## src/rtl/cnt_pkg.sv

```systemverilog
// Shared constants for the ripple down-counter slice.
package cnt_pkg;

    localparam int CNT_W_DEF = 4;

endpackage

```

## src/rtl/tff_neg.sv

```systemverilog
// Falling-edge toggle flop with asynchronous active-high reset to 1.
module tff_neg (
    input  logic clk,
    input  logic rst,
    input  logic t,
    output logic q,
    output logic qn
);

    logic state_q;
    logic state_d;

    always_comb begin
        state_d = t ? ~state_q : state_q;
    end

    // NOTE: sequential state uses non-blocking assignments so every flop samples pre-edge values.
    always_ff @(negedge clk or posedge rst) begin
        if (rst) begin
            state_q <= 1'b1;
        end else begin
            state_q <= state_d;
        end
    end

    assign q  = state_q;
    assign qn = ~state_q;

endmodule

```

## src/rtl/asy_dncnt.sv

```systemverilog
// Asynchronous ripple down counter with rising-edge sampled count, zero and wrap flags.
// Define ASY_DNCNT_WRAP_EN to build the underflow (wrap) detector; otherwise wrap is tied to 0.
module asy_dncnt
    import cnt_pkg::*;
#(
    parameter int N = CNT_W_DEF
) (
    input  logic         clk,
    input  logic         rst,
    input  logic         en,
    output logic [N-1:0] q,
    output logic [N-1:0] q_s,
    output logic         zero,
    output logic         wrap
);

    logic [N-1:0] qn_w;
    logic         unused_qn;

    // Each stage above 0 is clocked by the falling edge of the previous qn,
    // i.e. it toggles when the lower bit borrows (rises 0 -> 1).
    for (genvar i = 0; i < N; i++) begin : g_stage
        if (i == 0) begin : g_first
            tff_neg u_tff (
                .clk (clk),
                .rst (rst),
                .t   (en),
                .q   (q[i]),
                .qn  (qn_w[i])
            );
        end else begin : g_rest
            tff_neg u_tff (
                .clk (qn_w[i-1]),
                .rst (rst),
                .t   (1'b1),
                .q   (q[i]),
                .qn  (qn_w[i])
            );
        end
    end

    assign unused_qn = qn_w[N-1];

    logic [N-1:0] q_s_q;
    logic [N-1:0] q_s_d;
    logic         zero_q;
    logic         zero_d;

    always_comb begin
        q_s_d  = q;
        zero_d = (q == '0);
    end

    // NOTE: reset values match the ripple stages (all-ones) so no stale count survives reset.
    always_ff @(posedge clk or posedge rst) begin
        if (rst) begin
            q_s_q  <= '1;
            zero_q <= 1'b0;
        end else begin
            q_s_q  <= q_s_d;
            zero_q <= zero_d;
        end
    end

    assign q_s  = q_s_q;
    assign zero = zero_q;

`ifdef ASY_DNCNT_WRAP_EN
    localparam logic [N-1:0] ONES = '1;

    logic wrap_q;
    logic wrap_d;

    // zero_q already holds "previous q_s was 0", so no extra history flop is needed.
    always_comb begin
        wrap_d = zero_q && (q == ONES);
    end

    always_ff @(posedge clk or posedge rst) begin
        if (rst) begin
            wrap_q <= 1'b0;
        end else begin
            wrap_q <= wrap_d;
        end
    end

    assign wrap = wrap_q;
`else
    assign wrap = 1'b0;
`endif

endmodule

```

## config.mk

```make
export PLATFORM = sky130hd
export DESIGN_NAME = asy_dncnt
export DESIGN_NICKNAME = d
export VERILOG_FILES = /design/src/rtl/cnt_pkg.sv /design/src/rtl/tff_neg.sv /design/src/rtl/asy_dncnt.sv
export SDC_FILE = /design/constraint.sdc
export NUM_CORES = 1
export LEC_CHECK = 0
export BUFFER_PORTS_ARGS = -buffer_cell sky130_fd_sc_hd__buf_2
export CORE_AREA = 2 2 39 41
export CTS_CLUSTER_SIZE = 24
export DETAILED_ROUTE_END_ITERATION = 8
export DIE_AREA = 0 0 41 43
export PLACE_DENSITY = 0.54
export SETUP_SLACK_MARGIN = 0.3
export SLEW_MARGIN = 20
export SYNTH_ARGS = -nofsm -noshare
export SYNTH_HDL_FRONTEND = slang
export SYNTH_HIERARCHICAL = 1
export SYNTH_SLANG_ARGS = --single-unit
```

## constraint.sdc

```tcl
create_clock -name clk -period 1 [get_ports clk]
set_input_delay 0.25 -clock clk [delete_from_list [all_inputs] [get_ports clk]]
set_output_delay 0.25 -clock clk [all_outputs]
set_load 0.02 [all_outputs]
```

==> reports/qor.csv <==
metric,value,unit
endpoints left unconstrained,9,
TritonCTS clock tree,done,
outcome,"complete, but fails checks",
Worst R2R End,zero,
maximum vdd drop,0.000672,V
Worst EP arrival,1420,ps
DR vias/cell,3.43,
Core ar.,0.00138,sq mm
crit path max fanout,2,
"Clk pin slew, worst setup/hold paths",50,ps
H-tree Lvls,1,
failing checks,setup timing,
"Clk Latency, worst-skew pair",280,ps
Post-Synthesis Cells,29,
max cap viols,0,
Final Hold Viols,0,
DRT Wirelength,447,um
Power Total,1.13,mW
Worst R2R Setup Slack,-350,ps
Final Core Density,36.1,%
Initial DRC Count,0,
slowest stage cell on the critical path,dfstp_2,
worst hold path class,in -> async,
die height,43,um
FF-to-FF Start,g_stage[0].g_first.u_tff/q,
"Slew Viols, Final",0,
global-route usage over all layers,6.38,%
Routed Antenna Nets,0,
clock root buffer,clkbuf_4,
Synth warnings,6,
worst endpoint required time,750,ps
DRC,0,
Die Span X,41,um
vias in the first global route,181,
Max stage delay on crit path,520,ps
Initial Utilization,24.8,%
clock skew,52.6,ps
critical path class,reg -> out,
final setup vio count,7,
RePlAce Congestion,0.591,
drt wl/cell,7.10,um
first-pass GRT wire length,724,um
first-pass detailed-route iteration total,1,
HPWL Detailed,406,um
RSZ-0062 raised after global routing,yes,
routed via count,216,
Reg2Reg Depth,2,
Rows,14,
CP startpoint kind,flop,
Area Overhead vs Synth,45.6,%
largest net degree at the start of global routing,6,
Pleak,0.273,nW
number of buffers and inverters on the critical path,1,
mapped cell area,343,sq um
Die Area,0.00176,sq mm
initial antenna violation count,0,
Max Root-Sink Buffers,2,
Power Density,2260,mW/mm^2
CP Capture Type,output pin,
worst-path cell chain,buf_6,
post-CTS setup buffers,0,
register pins left without a clock,3,
Post-Syn Area per Cell,11.8,sq um
global route overflow,0,
final net count,51,
ANT cells,0,
CTS Buf Count,3,
count of boundary I/O pins,13,
post-route setup slack,-668,ps
Place WS,-406,ps
layout cell share with drive strength beyond 1,51.1,%
largest delay contributor family on the critical path,flip-flops,
Port-buffer cells,11,
==> cell type report <==
type	instances	area [sq um]
clock buffer	4	26.3
fill	150	885
tap	16	20.0
multi-input combinational	9	62.6
inverter	11	41.3
timing repair buffer	13	110
clock inverter	1	3.75
sequential	9	235
==> repair_timing <==
action	in CTS	in global routing
hold endpoints to repair	1	0
hold buffers	1	0
setup endpoints to repair	9	9
resized for setup	12	0
pin swaps	1	0
gates cloned	0	0
==> power by group <==
part | switching, mW | total, mW | internal [mW]
clock network | 0.0853 | 0.241 | 0.156
registers | 0.0613 | 0.483 | 0.422
logic | 0.208 | 0.404 | 0.196
==> flip-flops by register name (all words and copies together), names as in the netlist <==
register	count
g_stage.g_first.u_tff/q	1
q_s	4
zero	1
g_stage.g_rest.u_tff/q	3
==> routing by layer <==
layer | routed length [um] | vias up | GRT usage (%) | share of wire, %
li1 | - | 106 | - | -
met1 | 160 | 98 | 6.27 | 36
met2 | 222 | 12 | 10.0 | 50
met3 | 64 | 0 | 1.57 | 14
met4 | 0 | 0 | 6.00 | 0
met5 | 0 | - | 0 | 0
==> layout by cell type, fill, tap and decap left out, drive strengths merged <==
master / n
buf: 12
clkbuf: 4
conb: 4
dfrtp: 1
dfstp: 8
dlygate4sd3: 1
inv: 12
nor4: 1
xor2: 4
==> per-stage QoR <==
stage	instances	setup TNS [ps]	hold slack (ps)	cell area, sq um
after floorplan	31	-840	25.6	350
after global placement	58	-973	200	425
after detailed placement	58	-976	200	425
after CTS	63	-1780	150	499
after global routing	63	-1940	161	499
final	63	-1720	141	499
==> worst max path at each step <==
stage	cells past startpoint	start	slack (ps)	to
floorplan	0	g_stage[0].g_first.u_tff/q	-350	q[0]
detailed placement	1	g_stage[0].g_first.u_tff/q	-410	q[0]
CTS	1	g_stage[0].g_first.u_tff/q	-680	q[0]
finish	1	g_stage[0].g_first.u_tff/q	-670	q[0]
global route	1	g_stage[0].g_first.u_tff/q	-700	q[0]
global placement	1	g_stage[0].g_first.u_tff/q	-400	q[0]
(Power assumes the default switching activity.)
